<file path="src/rtl/game_pkg.sv">
// Shared state encoding, datapath widths and step-period helper for the
// game scheduler and its step timer.
package game_pkg;

   localparam int SCORE_W = 16;
   localparam int LEVEL_W = 4;
   localparam int CNT_W   = 17;
   localparam int FRAME_W = 16;

   localparam logic [CNT_W-1:0] CNT_ONE = 17'd1;

   typedef enum logic [2:0] {
      ST_IDLE      = 3'd0,
      ST_COUNTDOWN = 3'd1,
      ST_PLAY      = 3'd2,
      ST_PAUSE     = 3'd3,
      ST_OVER      = 3'd4
   } game_state_e;

   // Clamped at the floor; the subtraction is only taken when it cannot wrap.
   function automatic logic [CNT_W-1:0] step_period(
      input logic [LEVEL_W-1:0] level,
      input int unsigned        init_p,
      input int unsigned        dec_p,
      input int unsigned        floor_p
   );
      int unsigned red;
      int unsigned per;
      red = {{(32-LEVEL_W){1'b0}}, level} * dec_p;
      if (red >= init_p) begin
         per = floor_p;
      end else if ((init_p - red) < floor_p) begin
         per = floor_p;
      end else begin
         per = init_p - red;
      end
      return per[CNT_W-1:0];
   endfunction

endpackage

</file>
<file path="src/rtl/second_game_scheduler_step_timer.sv">
// Obstacle step generator: counts PLAY cycles and pulses once per
// level-dependent period.
module step_timer
   import game_pkg::*;
#(
   parameter int unsigned TICK_PERIOD_INIT = 32'd32768,
   parameter int unsigned TICK_PERIOD_DEC  = 32'd2048,
   parameter int unsigned TICK_PERIOD_MIN  = 32'd8192
) (
   input  logic               clk,
   input  logic               arst_n,
   input  logic               clr,
   input  logic               en,
   input  logic               leaving,
   input  logic [LEVEL_W-1:0] level,
   output logic               step
);

   logic [CNT_W-1:0] period_s;
   logic             wrap_s;
   logic [CNT_W-1:0] cnt_q, cnt_d;
   logic             step_q, step_d;

   // Counter advance and wrap; >= catches a period that shrank under the count.
   always_comb begin
      period_s = step_period(level, TICK_PERIOD_INIT, TICK_PERIOD_DEC, TICK_PERIOD_MIN);
      wrap_s   = (cnt_q >= (period_s - CNT_ONE));
      cnt_d    = cnt_q;
      step_d   = 1'b0;
      if (clr) begin
         cnt_d = '0;
      end else if (en) begin
         if (!wrap_s) begin
            cnt_d = cnt_q + CNT_ONE;
         end else if (leaving) begin
            // Hold at the wrap point so the step fires on return to PLAY.
            cnt_d = cnt_q;
         end else begin
            cnt_d  = '0;
            step_d = 1'b1;
         end
      end else begin
         cnt_d = cnt_q;
      end
   end

   // Counter and step pulse registers.
   always_ff @(posedge clk or negedge arst_n) begin
      if (!arst_n) begin
         cnt_q  <= '0;
         step_q <= 1'b0;
      end else begin
         cnt_q  <= cnt_d;
         step_q <= step_d;
      end
   end

   assign step = step_q;

endmodule

</file>
<file path="src/rtl/second_game_scheduler.sv">
// Game flow sequencer: IDLE/COUNTDOWN/PLAY/PAUSE/OVER, score and level
// bookkeeping, engine reset/pause control and obstacle step generation.
module second_game_scheduler
   import game_pkg::*;
#(
   parameter int unsigned TICK_PERIOD_INIT = 32'd32768,
   parameter int unsigned TICK_PERIOD_DEC  = 32'd2048,
   parameter int unsigned TICK_PERIOD_MIN  = 32'd8192,
   parameter int unsigned LEVEL_UP_SCORE   = 32'd5,
   parameter int unsigned COUNTDOWN_FRAMES = 32'd180,
   parameter int unsigned OVER_HOLD_FRAMES = 32'd120
) (
   input  logic                clk,
   input  logic                arst_n,
   input  logic                i_start,
   input  logic                i_pause_btn,
   input  logic                i_frame_tick,
   input  logic                i_is_lose,
   input  logic                i_obstacle_passed,
   output logic                o_engine_rst_n,
   output logic                o_is_pause,
   output logic                o_step,
   output logic [SCORE_W-1:0]  o_score,
   output logic [LEVEL_W-1:0]  o_level,
   output logic [2:0]          o_state
);

   localparam logic [FRAME_W-1:0] CD_LAST   = FRAME_W'(COUNTDOWN_FRAMES - 32'd1);
   localparam logic [FRAME_W-1:0] OVER_LAST = FRAME_W'(OVER_HOLD_FRAMES - 32'd1);
   localparam logic [SCORE_W-1:0] LVL_LAST  = SCORE_W'(LEVEL_UP_SCORE - 32'd1);

   game_state_e        state_q, state_d;
   logic [FRAME_W-1:0] frame_q, frame_d;
   logic [SCORE_W-1:0] score_q, score_d;
   logic [SCORE_W-1:0] lvl_cnt_q, lvl_cnt_d;
   logic [LEVEL_W-1:0] level_q, level_d;
   logic               eng_rst_n_q, eng_rst_n_d;
   logic               is_pause_q, is_pause_d;
   logic               enter_cd_s;

   // Next state, frame-hold counting and score/level updates.
   always_comb begin
      state_d    = state_q;
      frame_d    = frame_q;
      score_d    = score_q;
      lvl_cnt_d  = lvl_cnt_q;
      level_d    = level_q;
      enter_cd_s = 1'b0;
      case (state_q)
         ST_IDLE: begin
            if (i_start) begin
               state_d    = ST_COUNTDOWN;
               enter_cd_s = 1'b1;
            end else begin
               state_d = state_q;
            end
         end
         ST_COUNTDOWN: begin
            if (i_frame_tick && (frame_q >= CD_LAST)) begin
               state_d = ST_PLAY;
               frame_d = '0;
            end else if (i_frame_tick) begin
               frame_d = frame_q + 16'd1;
            end else begin
               frame_d = frame_q;
            end
         end
         ST_PLAY: begin
            if (i_is_lose) begin
               state_d = ST_OVER;
               frame_d = '0;
            end else if (i_pause_btn) begin
               state_d = ST_PAUSE;
            end else begin
               state_d = state_q;
            end
         end
         ST_PAUSE: begin
            if (i_pause_btn) begin
               state_d = ST_PLAY;
            end else begin
               state_d = state_q;
            end
         end
         ST_OVER: begin
            if (i_start) begin
               state_d    = ST_COUNTDOWN;
               enter_cd_s = 1'b1;
            end else if (i_frame_tick && (frame_q >= OVER_LAST)) begin
               state_d = ST_IDLE;
               frame_d = '0;
            end else if (i_frame_tick) begin
               frame_d = frame_q + 16'd1;
            end else begin
               frame_d = frame_q;
            end
         end
         default: begin
            state_d = ST_IDLE;
            frame_d = '0;
         end
      endcase

      if (enter_cd_s) begin
         frame_d   = '0;
         score_d   = '0;
         lvl_cnt_d = '0;
         level_d   = '0;
      end else if ((state_q == ST_PLAY) && i_obstacle_passed && (score_q != 16'hFFFF)) begin
         score_d = score_q + 16'd1;
         // lvl_cnt tracks score modulo LEVEL_UP_SCORE without a divider.
         if (lvl_cnt_q >= LVL_LAST) begin
            lvl_cnt_d = '0;
            level_d   = (level_q == 4'hF) ? level_q : (level_q + 4'd1);
         end else begin
            lvl_cnt_d = lvl_cnt_q + 16'd1;
         end
      end else begin
         score_d = score_q;
      end

      eng_rst_n_d = !enter_cd_s;
      is_pause_d  = (state_d != ST_PLAY);
   end

   // State and registered-output flops.
   always_ff @(posedge clk or negedge arst_n) begin
      if (!arst_n) begin
         state_q     <= ST_IDLE;
         frame_q     <= '0;
         score_q     <= '0;
         lvl_cnt_q   <= '0;
         level_q     <= '0;
         eng_rst_n_q <= 1'b0;
         is_pause_q  <= 1'b1;
      end else begin
         state_q     <= state_d;
         frame_q     <= frame_d;
         score_q     <= score_d;
         lvl_cnt_q   <= lvl_cnt_d;
         level_q     <= level_d;
         eng_rst_n_q <= eng_rst_n_d;
         is_pause_q  <= is_pause_d;
      end
   end

   step_timer #(
      .TICK_PERIOD_INIT (TICK_PERIOD_INIT),
      .TICK_PERIOD_DEC  (TICK_PERIOD_DEC),
      .TICK_PERIOD_MIN  (TICK_PERIOD_MIN)
   ) u_step_timer (
      .clk     (clk),
      .arst_n  (arst_n),
      .clr     (enter_cd_s),
      .en      (state_q == ST_PLAY),
      .leaving (state_d != ST_PLAY),
      .level   (level_q),
      .step    (o_step)
   );

   assign o_engine_rst_n = eng_rst_n_q;
   assign o_is_pause     = is_pause_q;
   assign o_score        = score_q;
   assign o_level        = level_q;
   assign o_state        = state_q;

endmodule

</file>
<file path="config.mk">
export PLATFORM = sky130hd
export DESIGN_NAME = second_game_scheduler
export DESIGN_NICKNAME = d
export VERILOG_FILES = /design/src/rtl/game_pkg.sv /design/src/rtl/second_game_scheduler_step_timer.sv /design/src/rtl/second_game_scheduler.sv
export SDC_FILE = /design/constraint.sdc
export NUM_CORES = 1
export LEC_CHECK = 0
export CAP_MARGIN = 40
export CORE_UTILIZATION = 40
export CTS_BUF_LIST = sky130_fd_sc_hd__clkbuf_8
export DETAILED_ROUTE_END_ITERATION = 6
export GPL_ROUTABILITY_DRIVEN = 0
export SLEW_MARGIN = 20
export SYNTH_ARGS = -nofsm -noshare
export SYNTH_HDL_FRONTEND = slang
export SYNTH_HIERARCHICAL = 1
export SYNTH_SLANG_ARGS = --single-unit
</file>
<file path="constraint.sdc">
create_clock -name clk -period 6.85 [get_ports clk]
set_input_delay 1.0275 -clock clk [delete_from_list [all_inputs] [get_ports clk]]
set_output_delay 1.0275 -clock clk [all_outputs]
set_load 0.01 [all_outputs]
</file>
==> impl_metrics.toml <==
[route]
drt_iter0_markers = 194
met3_length_um = 277
drt-total-wl_um = 9550
dr.max_layer_used = "met4"
ant_nets = 0
m1WireLength_um = 4780
avgRoutedWirePerCell_um = 15.2
met2_length_um = 4400
via_per_inst = 5.68
vias = 3572
dr.pass1.iters = 5
remaining_drc_errors = 0

[synth]
yosys_warnings = 6
ys.flop_type = "dfrtp_1"
synth-edff-count = 0
syn_inst = 457
synth_nets = 478
synthAdderAreaFrac_pct = 4.01
muxShareOfSynthArea_pct = 0.974
syn-cell-area_um2 = 4370
synth_top_family_by_area = "simple AND/OR/NAND/NOR gates"
ys_seq_area_share_pct = 43.0
synth.avg_cell_area_um2 = 9.56
yosys_register_bits = 75
async_reset_ff_share_pct = 100
synth-compound-area-share_pct = 17.6
synth_xor_area_share_pct = 2.61
synth_cell_type_count = 65
synth-simple-area-share_pct = 28.1

[clock_tree]
cts-htree-levels = 3
insertion_delay_ns = 0.35
root_buffer = "clkbuf_8"
cts_tree = "built"
postCtsHoldBufs = 0
cts.path.max_buffers = 2
cts_sinks = 75
cts_setup_buffers = 0
cts_resized = 0
cts_made_buffers = 9
clk_pin_slew_ns = 0.09

[power]
p_leak_nw = 2.27
ir_drop_v = 0.0000914
power_per_cell_area_nw_per_um2 = 184

[critical_path]
critPathKind = "reg -> reg"
crit_buf_inv = 2
setup.worst_path.start_class = "register"
crit_fanout = 16
slowest_delay_ns = 0.73
crit_chain = "inv_1, ha_1, nand2b_1, o21ai_0, nand2_1, nand2_1, ha_1, nand2_1, nand3_1, ha_1, nand4_1, o21ai_1, a2111oi_4, buf_6, nor3b_1, a211o_1"
crit_family = "compound AO/OA/AOI/OAI gates"
cpMaxStageDelayCell = "a2111oi_4"
worst_setup_path_end_kind = "register"
critPathRequiredTime_ns = 7.14
arrival_ns = 3.91

[final_layout]
multi_input_area_um2 = 2340
num-nets-final = 509
diodes = 0
area_growth_syn_to_layout_pct = 15.2
nFillCells = 1010
layout-drive-gt1-share_pct = 9.53
register_area_um2 = 1880

[timing]
fmax_ghz = 0.277
clock_skew_ns = 0.0194
slew_viol_final = 0
setup_viol = 0
period_needed_ns = 3.61
finalSetupTns_ns = 0
whs_ns = 0.511
relSlewSlack_pct = 47.7
layout_worst_path_cycle_share_pct = 52.7
hold_viol = 0
rsz0062_at_grt = "no"
worst_pin_slew_ns = 0.784

[floorplan]
rows = 37
fp.dieW_um = 106
fp.dieH_um = 106
initial_core_util_pct = 41.7
io_pins = 33
core_um2 = 10500
die-area_um2 = 11300

[grt]
grt_max_degree = 46
antenna_found_initial = 0
grt_usage_pct = 18.2
grt_pass1_vias = 3431
grt_pass1_wl_um = 16600
grt_remaining_overflow = 0

[place]
port_buffers = 32
dpl.hpwl_um = 6640

[run]
maxCapViolCount = 0

[worst_hold_path]
min_path_type = "reg -> reg"

[status]
status = "finished, final reports clean"
==> logic make-up (layout without fill, tap and decap cells) <==
| kind of cell | Yosys count | in the layout |
|---|---|---|
| buffers and inverters | 31 | 67 |
| adder cells (fa/ha/maj) | 14 | 14 |
| other | 1 | 1 |
| AO/OA/AOI/OAI | 101 | 101 |
| multiplexers | 4 | 4 |
| XOR/XNOR | 13 | 13 |
| AND/OR/NAND/NOR | 218 | 218 |
| flip-flops | 75 | 75 |
==> registers in the layout, indices dropped and copies added, names as in the netlist <==
| signal | count |
|---|---|
| u_step_timer/cnt_q | 17 |
| o_is_pause | 1 |
| o_engine_rst_n | 1 |
| u_step_timer/step | 1 |
| o_level | 4 |
| o_score | 16 |
| o_state | 3 |
| frame_q | 16 |
| lvl_cnt_q | 16 |
==> synth_stat cells (all sizes together) (4+ instances only) <==
master   n  area share (%)
a21oi   24             3.0
nor4    11             2.5
nor2b    4            0.57
a221o   15             3.4
nor2    59             5.1
nand3   30             3.9
buf     12             1.9
a21o     6             1.0
inv     15             1.3
a41oi    9             1.8
ha      14             4.0
nand2b   7             1.0
a31oi    8             1.1
o21ai   15             2.0
clkbuf   4            0.34
nor3    14             1.9
and2     4            0.63
nand2   32             2.8
and3    19             2.7
nand4   11             1.9
dfrtp   74              42
or3      6            0.86
nor3b    6             1.1
xnor2   11             2.2
==> where the power goes <==
group / total [mW] / internal (mW) / switching (mW)
registers: 0.488 / 0.462 / 0.0263
clock network: 0.330 / 0.152 / 0.177
logic: 0.106 / 0.0403 / 0.0656
total: 0.924 / 0.654 / 0.269
==> layout make-up <==
type                       instances  share of cell area (%)
multi-input combinational        351                    46.6
sequential                        75                    37.3
timing repair buffer              36                    7.79
tap                              136                    3.38
clock buffer                      11                    3.01
inverter                          15                    1.12
clock inverter                     5                   0.722
==> worst paths after layout <==
check | slack (ns) | cells past startpoint | from | end
worst max register to register | 3.24 | 16 | o_level[0] | u_step_timer/cnt_q[7]
worst min register to register | 0.51 | 2 | lvl_cnt_q[15] | lvl_cnt_q[15]
min in group asynchronous | 0.60 | 1 | arst_n | u_step_timer/cnt_q[7]
worst max-delay path | 3.24 | 16 | o_level[0] | u_step_timer/cnt_q[7]
max in group asynchronous | 5.59 | 2 | arst_n | o_is_pause
worst min-delay path | 0.51 | 2 | lvl_cnt_q[15] | lvl_cnt_q[15]
==> routing by layer <==
metal | track usage, % | vias up
li1 | - | 1771
met1 | 25.7 | 1722
met2 | 29.0 | 68
met3 | 2.58 | 11
met4 | 5.38 | 0
met5 | 0 | -
==> worst reg2reg max path: stages (launching register included) <==
cell,delay (ns)
dfrtp_1,0.57
inv_1,0.08
ha_1,0.25
nand2b_1,0.13
o21ai_0,0.10
nand2_1,0.07
nand2_1,0.06
ha_1,0.22
nand2_1,0.07
nand3_1,0.09
ha_1,0.30
nand4_1,0.15
o21ai_1,0.19
a2111oi_4,0.73
buf_6,0.25
nor3b_1,0.19
a211o_1,0.12
==> metrics by stage <==
step | setup slack (ns) | power (mW) | cells | util, % | cell area, um^2
after floorplan | 3.71 | 0.562 | 457 | - | 4370
after global placement | 2.71 | 0.595 | 609 | 45.6 | 4770
after detailed placement | 3.10 | 0.602 | 613 | 46.3 | 4840
after CTS | 3.24 | 0.937 | 629 | 48.1 | 5030
after global routing | 2.93 | 0.972 | 629 | 48.1 | 5030
final | 3.24 | 0.924 | 629 | 48.1 | 5030
==> cell usage in the layout, fill, tap and decap left out, types with 3 or more instances in the layout <==
cell and count:
and3_1 19, inv_1 15, clkdlybuf4s50_1 31, nor3b_1 5, a221o_1 15, nand4_1 10
nor4_1 7, nand2b_1 7, nor3_1 13, clkinvlp_4 3, clkbuf_8 11, o21ai_0 12
a31oi_1 8, nor2b_1 4, and2_1 3, nand2_1 32, nand3_1 26, dfrtp_1 74
ha_1 14, or3_1 6, or2_2 3, a41oi_1 9, xnor2_1 11, nand3_2 4
nor2_1 59, and4_1 3, a211o_1 3, a21oi_1 23, o31ai_1 3, a21o_1 6
Power figures use the tool's default switching activity.
